<file path="config.mk">
export PLATFORM = sky130hd
export DESIGN_NAME = alu_exec_unit_flat
export DESIGN_NICKNAME = d
export VERILOG_FILES = /design/src/rtl/alu_exec_if.sv /design/src/rtl/alu_exec_unit.sv /design/src/flat_wrapper.sv
export SDC_FILE = /design/constraint.sdc
export NUM_CORES = 2
export LEC_CHECK = 0
export ABC_CLOCK_PERIOD_IN_PS = 11100
export CORE_MARGIN = 3
export CORE_UTILIZATION = 45
export DETAILED_ROUTE_END_ITERATION = 7
export PLACE_DENSITY = 0.64
export SLEW_MARGIN = 20
export SYNTH_ARGS = -nofsm -noshare
export SYNTH_HDL_FRONTEND = slang
export SYNTH_SLANG_ARGS = --single-unit
</file>
<file path="constraint.sdc">
create_clock -name clk -period 11.1 [get_ports clk]
set_input_delay 1.11 -clock clk [delete_from_list [all_inputs] [get_ports clk]]
set_output_delay 1.11 -clock clk [all_outputs]
set_load 0.05 [all_outputs]
</file>
<file path="src/rtl/alu_exec_if.sv">
// Dispatch and CDB handshake bundle between the reservation station, the
// integer execution unit and the CDB arbiter.
interface alu_exec_if;
    logic        rs_valid_out;
    logic [5:0]  alu_opcode;
    logic [31:0] alu_op1;
    logic [31:0] alu_op2;
    logic [4:0]  alu_dest_tag;
    logic        alu_ready;
    logic        cdb_req;
    logic        cdb_grant;
    logic [4:0]  cdb_tag;
    logic [31:0] cdb_data;
    logic        busy;

    modport master (
        output rs_valid_out, alu_opcode, alu_op1, alu_op2, alu_dest_tag, cdb_grant,
        input  alu_ready, cdb_req, cdb_tag, cdb_data, busy
    );

    modport slave (
        input  rs_valid_out, alu_opcode, alu_op1, alu_op2, alu_dest_tag, cdb_grant,
        output alu_ready, cdb_req, cdb_tag, cdb_data, busy
    );
endinterface

</file>
<file path="src/rtl/alu_exec_unit.sv">
// Integer execution unit: single-cycle ALU ops, multi-cycle MULT, and a small
// result FIFO that requests the CDB and broadcasts its head entry on grant.
module alu_exec_unit #(
    parameter int MUL_LAT   = 4,
    parameter int BUF_DEPTH = 2
) (
    input logic       clk,
    input logic       rst_n,
    alu_exec_if.slave bus
);
    localparam int PTR_W = $clog2(BUF_DEPTH);
    localparam int CNT_W = PTR_W + 1;
    localparam logic [5:0] OP_MULT = 6'h18;

    typedef enum logic {IDLE, MUL_BUSY} state_t;

    state_t             state_q, state_d;
    logic [3:0]         mul_cnt_q, mul_cnt_d;
    logic [31:0]        mul_a_q, mul_a_d, mul_b_q, mul_b_d;
    logic [4:0]         mul_tag_q, mul_tag_d;
    logic [4:0]         tag_mem_q  [BUF_DEPTH];
    logic [4:0]         tag_mem_d  [BUF_DEPTH];
    logic [31:0]        data_mem_q [BUF_DEPTH];
    logic [31:0]        data_mem_d [BUF_DEPTH];
    logic [PTR_W-1:0]   rd_ptr_q, rd_ptr_d, wr_ptr_q, wr_ptr_d;
    logic [CNT_W-1:0]   count_q, count_d;
    logic               alu_ready_q, alu_ready_d;
    logic               cdb_req_q, cdb_req_d;
    logic [4:0]         cdb_tag_q, cdb_tag_d;
    logic [31:0]        cdb_data_q, cdb_data_d;
    logic               busy_q, busy_d;

    logic               accept, pop, push;
    logic [4:0]         push_tag;
    logic [31:0]        push_data, alu_res;

    always_comb begin
        alu_res = 32'd0;
        case (bus.alu_opcode)
            6'h20: alu_res = bus.alu_op1 + bus.alu_op2;
            6'h22: alu_res = bus.alu_op1 - bus.alu_op2;
            6'h24: alu_res = bus.alu_op1 & bus.alu_op2;
            6'h25: alu_res = bus.alu_op1 | bus.alu_op2;
            6'h26: alu_res = bus.alu_op1 ^ bus.alu_op2;
            6'h27: alu_res = ~(bus.alu_op1 | bus.alu_op2);
            6'h2A: alu_res = {31'd0, $signed(bus.alu_op1) < $signed(bus.alu_op2)};
            6'h2B: alu_res = {31'd0, bus.alu_op1 < bus.alu_op2};
            6'h00: alu_res = bus.alu_op1 << bus.alu_op2[4:0];
            6'h02: alu_res = bus.alu_op1 >> bus.alu_op2[4:0];
            6'h03: alu_res = $unsigned($signed(bus.alu_op1) >>> bus.alu_op2[4:0]);
            default: alu_res = 32'd0;
        endcase
    end

    always_comb begin
        state_d    = state_q;
        mul_cnt_d  = mul_cnt_q;
        mul_a_d    = mul_a_q;
        mul_b_d    = mul_b_q;
        mul_tag_d  = mul_tag_q;
        tag_mem_d  = tag_mem_q;
        data_mem_d = data_mem_q;
        rd_ptr_d   = rd_ptr_q;
        wr_ptr_d   = wr_ptr_q;
        cdb_tag_d  = cdb_tag_q;
        cdb_data_d = cdb_data_q;
        push       = 1'b0;
        push_tag   = 5'd0;
        push_data  = 32'd0;
        accept     = bus.rs_valid_out && alu_ready_q;
        pop        = cdb_req_q && bus.cdb_grant;

        case (state_q)
            IDLE: begin
                if (accept) begin
                    if (bus.alu_opcode == OP_MULT) begin
                        state_d   = MUL_BUSY;
                        mul_cnt_d = 4'(MUL_LAT - 1);
                        mul_a_d   = bus.alu_op1;
                        mul_b_d   = bus.alu_op2;
                        mul_tag_d = bus.alu_dest_tag;
                    end else begin
                        push      = 1'b1;
                        push_tag  = bus.alu_dest_tag;
                        push_data = alu_res;
                    end
                end
            end
            MUL_BUSY: begin
                if (mul_cnt_q == 4'd0) begin
                    push      = 1'b1;
                    push_tag  = mul_tag_q;
                    // low word of the product is the same for signed and unsigned
                    push_data = mul_a_q * mul_b_q;
                    state_d   = IDLE;
                end else begin
                    mul_cnt_d = mul_cnt_q - 4'd1;
                end
            end
            default: state_d = IDLE;
        endcase

        if (push) begin
            tag_mem_d[wr_ptr_q]  = push_tag;
            data_mem_d[wr_ptr_q] = push_data;
            wr_ptr_d             = wr_ptr_q + PTR_W'(1);
        end
        if (pop) begin
            rd_ptr_d = rd_ptr_q + PTR_W'(1);
        end
        count_d = count_q + CNT_W'(push) - CNT_W'(pop);

        // Next head is the entry being pushed when it lands straight at the head
        if (count_d != '0) begin
            if (push && (wr_ptr_q == rd_ptr_d)) begin
                cdb_tag_d  = push_tag;
                cdb_data_d = push_data;
            end else begin
                cdb_tag_d  = tag_mem_q[rd_ptr_d];
                cdb_data_d = data_mem_q[rd_ptr_d];
            end
        end

        cdb_req_d   = (count_d != '0);
        busy_d      = (state_d == MUL_BUSY);
        alu_ready_d = (state_d == IDLE) && (count_d < CNT_W'(BUF_DEPTH));
    end

    always_ff @(posedge clk or negedge rst_n) begin
        if (!rst_n) begin
            state_q     <= IDLE;
            mul_cnt_q   <= 4'd0;
            mul_a_q     <= 32'd0;
            mul_b_q     <= 32'd0;
            mul_tag_q   <= 5'd0;
            for (int i = 0; i < BUF_DEPTH; i++) begin
                tag_mem_q[i]  <= 5'd0;
                data_mem_q[i] <= 32'd0;
            end
            rd_ptr_q    <= '0;
            wr_ptr_q    <= '0;
            count_q     <= '0;
            alu_ready_q <= 1'b0;
            cdb_req_q   <= 1'b0;
            cdb_tag_q   <= 5'd0;
            cdb_data_q  <= 32'd0;
            busy_q      <= 1'b0;
        end else begin
            state_q     <= state_d;
            mul_cnt_q   <= mul_cnt_d;
            mul_a_q     <= mul_a_d;
            mul_b_q     <= mul_b_d;
            mul_tag_q   <= mul_tag_d;
            tag_mem_q   <= tag_mem_d;
            data_mem_q  <= data_mem_d;
            rd_ptr_q    <= rd_ptr_d;
            wr_ptr_q    <= wr_ptr_d;
            count_q     <= count_d;
            alu_ready_q <= alu_ready_d;
            cdb_req_q   <= cdb_req_d;
            cdb_tag_q   <= cdb_tag_d;
            cdb_data_q  <= cdb_data_d;
            busy_q      <= busy_d;
        end
    end

    assign bus.alu_ready = alu_ready_q;
    assign bus.cdb_req   = cdb_req_q;
    assign bus.cdb_tag   = cdb_tag_q;
    assign bus.cdb_data  = cdb_data_q;
    assign bus.busy      = busy_q;
endmodule

</file>
<file path="src/flat_wrapper.sv">
// flat-port wrapper written by rule: the top's interface ports become plain ports
module alu_exec_unit_flat 
#(
    parameter int MUL_LAT   = 4,
    parameter int BUF_DEPTH = 2
)
  (clk, rst_n, bus_rs_valid_out, bus_alu_opcode, bus_alu_op1, bus_alu_op2, bus_alu_dest_tag, bus_cdb_grant, bus_alu_ready, bus_cdb_req, bus_cdb_tag, bus_cdb_data, bus_busy);
  alu_exec_if bus_i ();
  input logic clk;
  input logic rst_n;
  input wire logic [$bits(bus_i.rs_valid_out)-1:0] bus_rs_valid_out;
  input wire logic [$bits(bus_i.alu_opcode)-1:0] bus_alu_opcode;
  input wire logic [$bits(bus_i.alu_op1)-1:0] bus_alu_op1;
  input wire logic [$bits(bus_i.alu_op2)-1:0] bus_alu_op2;
  input wire logic [$bits(bus_i.alu_dest_tag)-1:0] bus_alu_dest_tag;
  input wire logic [$bits(bus_i.cdb_grant)-1:0] bus_cdb_grant;
  output wire logic [$bits(bus_i.alu_ready)-1:0] bus_alu_ready;
  output wire logic [$bits(bus_i.cdb_req)-1:0] bus_cdb_req;
  output wire logic [$bits(bus_i.cdb_tag)-1:0] bus_cdb_tag;
  output wire logic [$bits(bus_i.cdb_data)-1:0] bus_cdb_data;
  output wire logic [$bits(bus_i.busy)-1:0] bus_busy;
  assign bus_i.rs_valid_out = bus_rs_valid_out;
  assign bus_i.alu_opcode = bus_alu_opcode;
  assign bus_i.alu_op1 = bus_alu_op1;
  assign bus_i.alu_op2 = bus_alu_op2;
  assign bus_i.alu_dest_tag = bus_alu_dest_tag;
  assign bus_i.cdb_grant = bus_cdb_grant;
  assign bus_alu_ready = bus_i.alu_ready;
  assign bus_cdb_req = bus_i.cdb_req;
  assign bus_cdb_tag = bus_i.cdb_tag;
  assign bus_cdb_data = bus_i.cdb_data;
  assign bus_busy = bus_i.busy;
  alu_exec_unit #(.MUL_LAT(MUL_LAT), .BUF_DEPTH(BUF_DEPTH)) u_core (.clk(clk), .rst_n(rst_n), .bus(bus_i));
endmodule
</file>
Word-level counts from Yosys, hierarchy flattened. Index checks and enable logic that the tools add are counted.

Register bits after elaboration: 191. Output and inout port bits: 40. Logic and storage cells: 102.

Add/sub/neg operators: 7. Multipliers: 1. $lt $le $gt $ge: 6. Equal/unequal tests: 15. Shift-type cells: 3. Mux-type cells: 36. Bitwise gates (word level): 8. Reduce and logical (&&, ||, !) cells: 10.

Operator list (number): $pmux 32 s11 (1); $mux 32 (8); $bwmux 64 (1); $lt 32x32->1 (2); $pmux 32 s2 (1); $eq 6x6->1 const B (8); $mux 5 (8); $add 32x32->32 (1); $and 32x32->32 (1); $demux 32 s1 (1); $mul 32x32->32 (1); $not 32->32 (1); $or 32x32->32 (1); $shl 32x5->32 (1); $shr 32x5->32 (1); $sshr 32x5->32 (1); $sub 32x32->32 (1); $xor 32x32->32 (1); $eq 6x2->1 const B (2); $mux 4 (3); $bwmux 10 (1); $pmux 5 s2 (1); $pmux 4 s2 (1); $mux 1 (7); other kinds (20) (31).

Depth between registers and ports, before layout.
Depth in word-level cells: 8. Depth in mapped cells: 29.

Worst setup path after synthesis. Ideal clock, no wire load.

Path kind: register -> register. Start point: register u_core.mul_a_q[16]. End point: register u_core.cdb_data_q[31], in the netlist u_core.bus.cdb_data[31]. Library setup time: 0.121 ns. Arrival time: 6.988 ns. Setup slack: 3.991 ns. Cell stages (with the launch flop): 27. Clock period less this slack: 7.109 ns. Cells stage by stage: dfrtp_1 > clkbuf_1 > and2_1 > fa_1 > inv_1 > fa_1 > fa_1 > fa_1 > inv_1 > fa_1 > inv_1 > fa_1 > inv_1 > fa_1 > fa_1 > ha_1 > and3_1 > nand2_1 > o21ai_0 > o21ai_1 > o211a_1 > o31ai_1 > xnor2_1 > nor2_1 > a2111oi_2 > nand2_1 > a22o_1.

Longest elaborated chain between the ends: 4.

RTL lines: start, declared (line alu_exec_unit.sv:19) `logic [31:0] mul_a_q, mul_a_d, mul_b_q, mul_b_d;`; start signal, assigned (line alu_exec_unit.sv:151) `mul_a_q <= mul_a_d;`; $mul 32x32->32 (line alu_exec_unit.sv:94) `push_data = mul_a_q * mul_b_q;`; $mux 32 (line alu_exec_unit.sv:90) `if (mul_cnt_q == 4'd0) begin`; $pmux 32 s2 (line alu_exec_unit.sv:73) `case (state_q)`; $mux 32 (line alu_exec_unit.sv:115) `if (push && (wr_ptr_q == rd_ptr_d)) begin`; end signal, assigned (line alu_exec_unit.sv:162) `cdb_data_q <= cdb_data_d;`; end, declared (line alu_exec_unit.sv:30) `logic [31:0] cdb_data_q, cdb_data_d;`.

No other way between the ends. A chain may end at the register's enable or synchronous reset.

Worst setup path after layout.
Start point: register u_core.mul_a_q[8]. End point: register u_core.cdb_data_q[25], in the netlist u_core.bus.cdb_data[25].

The elaborated chain is that of the path after synthesis.

==> flow_summary.yaml <==
floorplan:
  start_util_pct: 45.53
  ioPinCount: 119
  die-area_sq_um: 75840
  fp.dieH_um: 275.4
  die_w_um: 275.4
  core_sq_um: 71730
  rows: 98
sta:
  clock.fmax_mhz: 116.0
  rsz0062_at_grt: "false"
  finClkSkew_ns: 0.02897
  fin_ws_ns: 2.477
  timing.final.crit_share_pct: 77.69
  slew_headroom_pct: 24.27
  drv_slew: 0
  tns_ns: 0
  tightest_slew_ns: 1.122
  final-setup-viol-count: 0
  final_hold_viol_count: 0
  fin_crit_ns: 8.623
global_routing:
  grt_pass1_wl_um: 170000
  grt.total_usage_pct: 29.39
  grt_pass1_vias: 27868
  antenna_found_initial: 6
  grt_overflow: 0
  grt_max_degree: 126
pwr:
  p_sw_uw: 2286
  powerDensity_nw_per_um2: 127.3
  p_leak_uw: 0.01630
  combPwrFrac_pct: 58.0
  power_switching_share_pct: 51.18
  p_int_uw: 2180
  p_clk_share_pct: 15.1
  ir_drop_mv: 0.2073
  pwr-share-seq_pct: 26.9
synth:
  syn-cell-area_sq_um: 32660
  ys_seq_elements: 191
  ys_seq_area_share_pct: 14.64
  yosysUniqueCellTypes: 88
  syn_inst: 3795
  synth_nets: 4508
  avgSynthCellArea_sq_um: 8.605
  async_flop_share_pct: 100.0
  postSynth.topFlopCell: "dfrtp_1"
  synth_edf_count: 0
  yosys_warnings: 0
run:
  maxCapViolCount: 0
worst_setup_path:
  r2r-end: "u_core.bus.cdb_data[25]$_DFFE_PN0P_"
  cpMaxStageDelayCell: "dfrtp_1"
  end_kind: "flip-flop"
  cp.required_ns: 11.40
  cp.arrival_ns: 8.92
  r2r_slack_ns: 2.48
  crit_type: "flip-flop to flip-flop"
  startpoint: "u_core.mul_a_q[8]$_DFFE_PN0P_"
  cpMostUsedCell: "fa_1"
  r2r-start: "u_core.mul_a_q[8]$_DFFE_PN0P_"
  r2r_cells: 26
  cp_max_fo: 25
  endpoint: "u_core.bus.cdb_data[25]$_DFFE_PN0P_"
  critical-path-max-stage-delay_ns: 1.04
  start_kind: "flip-flop"
outcome:
  outcome: "completed"
placed_design:
  io_buffers: 118
  hpwl_um: 83470
  dp_slack_ns: 2.621
  gp_congestion: 1.023
cts:
  h-tree-depth: 4
  cts.repair.resized: 0
  cts_setup_buffers: 0
  clock-root-buffer: "clkbuf_16"
  cts.path.max_buffers: 2
  cts.sinks: 191
  cts_buffers: 17
  clock_latency_ns: 0.47
  path_clk_slew_ns: 0.09
  hold_buffers: 0
  cts_tree: "yes"
min_path:
  hold_class: "flip-flop to flip-flop"
drt:
  drt_wl_total_um: 110100
  ant_nets: 0
  wl_per_cell_um: 23.45
  first_iter_violations: 2623
  drt-pass1-iter-count: 8
  routed_via_density: 5.917
  vias: 27796
  drc: 0
finish:
  layout_commonest_cell: "inv_1"
  syn2layout_area_growth_pct: 7.471
  mostFrequentLayoutCells: "inv_1 (479), nand2_1 (421), fa_1 (410)"
  nNetsFinal: 4447
  drive_gt1_share_pct: 6.966
==> kinds of logic after synthesis <==
group	share of synthesized area, %
and+or+nand+nor	16.58
AOI/OAI and AO/OA	15.01
buffers and inverters	8.739
adders and majority gates	33.72
muxes	8.483
DFF	14.64
xor gates and xnor gates	2.831
==> area by class of cell <==
class / instances / area (sq um)
Antenna cell: 1 / 2.502
Clock inverter: 15 / 230.2
Tap cell: 950 / 1189
Fill cell: 6900 / 36640
Timing Repair Buffer: 173 / 1570
Inverter: 485 / 1821
Multi-Input combinational cell: 2866 / 25080
Clock buffer: 17 / 425.4
Sequential cell: 191 / 4781
==> Yosys cell counts (all sizes together) (33+ instances only) <==
cell | count | area, sq um
inv | 482 | 1809
nand2 | 422 | 1584
fa | 410 | 8208
and2 | 321 | 2008
a21oi | 230 | 1155
nor2 | 226 | 848.3
ha | 224 | 2803
o21ai | 215 | 1080
clkbuf | 199 | 747.0
dfrtp | 191 | 4780
mux2 | 92 | 1036
mux2i | 90 | 900.9
xnor2 | 82 | 718.2
buf | 54 | 286.5
nand3 | 47 | 235.2
a211oi | 43 | 327.8
mux4 | 37 | 833.3
nor3 | 33 | 170.2
==> worst max-delay path: cells and delay by family, from the launching register on <==
family                     cells  cell delay, ns
adders and majority gates      9            4.24
AOI/OAI and AO/OA              7            2.04
DFF                            1            1.04
and+or+nand+nor                4            0.59
buffers and inverters          5            0.28
xor gates and xnor gates       1            0.26
==> flip-flops by register name (all words and copies together), names as in the netlist <==
| signal | count |
|---|---|
| u_core.data_mem_q | 64 |
| u_core.bus.cdb_data | 32 |
| u_core.mul_a_q | 32 |
| u_core.mul_b_q | 32 |
| u_core.tag_mem_q | 10 |
| u_core.bus.cdb_tag | 5 |
| u_core.mul_tag_q | 5 |
| u_core.mul_cnt_q | 4 |
| u_core.count_q | 2 |
| u_core.bus.alu_ready | 1 |
| u_core.bus.cdb_req | 1 |
| u_core.rd_ptr_q | 1 |
| u_core.state_q | 1 |
| u_core.wr_ptr_q | 1 |
==> per-layer routing <==
metal	share of wire [%]	global-route usage (%)
met1	41	39.47
met2	45	46.04
met3	8.0	4.233
met4	6.4	15.74
met5	0.022	0
==> power groups by stage <==
| stage | logic, uW | clock network (uW) | registers, uW |
|---|---|---|---|
| 2_1_floorplan | 1600 | 0 | 1240 |
| 3_3_place_gp | 2550 | 0 | 1200 |
| 3_5_place_dp | 2560 | 0 | 1210 |
| 4_1_cts | 2590 | 686 | 1200 |
| 5_1_grt | 2840 | 710 | 1230 |
| 6_report | 2590 | 676 | 1200 |
==> stage by stage <==
| stage | hold WS, ns | utilization [%] | std cells | area (sq um) | total power (uW) |
|---|---|---|---|---|---|
| floorplan | 0.4422 | - | 3795 | 32660 | 2843 |
| global placement | 0.4575 | 48.01 | 4665 | 34440 | 3753 |
| detailed placement | 0.4627 | 48.01 | 4665 | 34440 | 3773 |
| CTS | 0.4867 | 48.92 | 4697 | 35090 | 4468 |
| global route | 0.5130 | 48.92 | 4697 | 35090 | 4774 |
| finish | 0.4811 | 48.93 | 4698 | 35100 | 4467 |
==> how the worst min path moves through the flow <==
stage / startpoint / cells after the start / slack [ns] / to
final: u_core.data_mem_q[15]$_DFFE_PN0P_ / 2 / 0.48 / u_core.data_mem_q[15]$_DFFE_PN0P_
after global routing: u_core.data_mem_q[15]$_DFFE_PN0P_ / 2 / 0.51 / u_core.data_mem_q[15]$_DFFE_PN0P_
after CTS: u_core.data_mem_q[15]$_DFFE_PN0P_ / 2 / 0.49 / u_core.data_mem_q[15]$_DFFE_PN0P_
after detailed placement: u_core.bus.cdb_data[17]$_DFFE_PN0P_ / 2 / 0.46 / u_core.bus.cdb_data[17]$_DFFE_PN0P_
after global placement: u_core.data_mem_q[12]$_DFFE_PN0P_ / 2 / 0.46 / u_core.data_mem_q[12]$_DFFE_PN0P_
after floorplan: u_core.data_mem_q[12]$_DFFE_PN0P_ / 2 / 0.44 / u_core.data_mem_q[12]$_DFFE_PN0P_
Power figures use the tool's default switching activity.
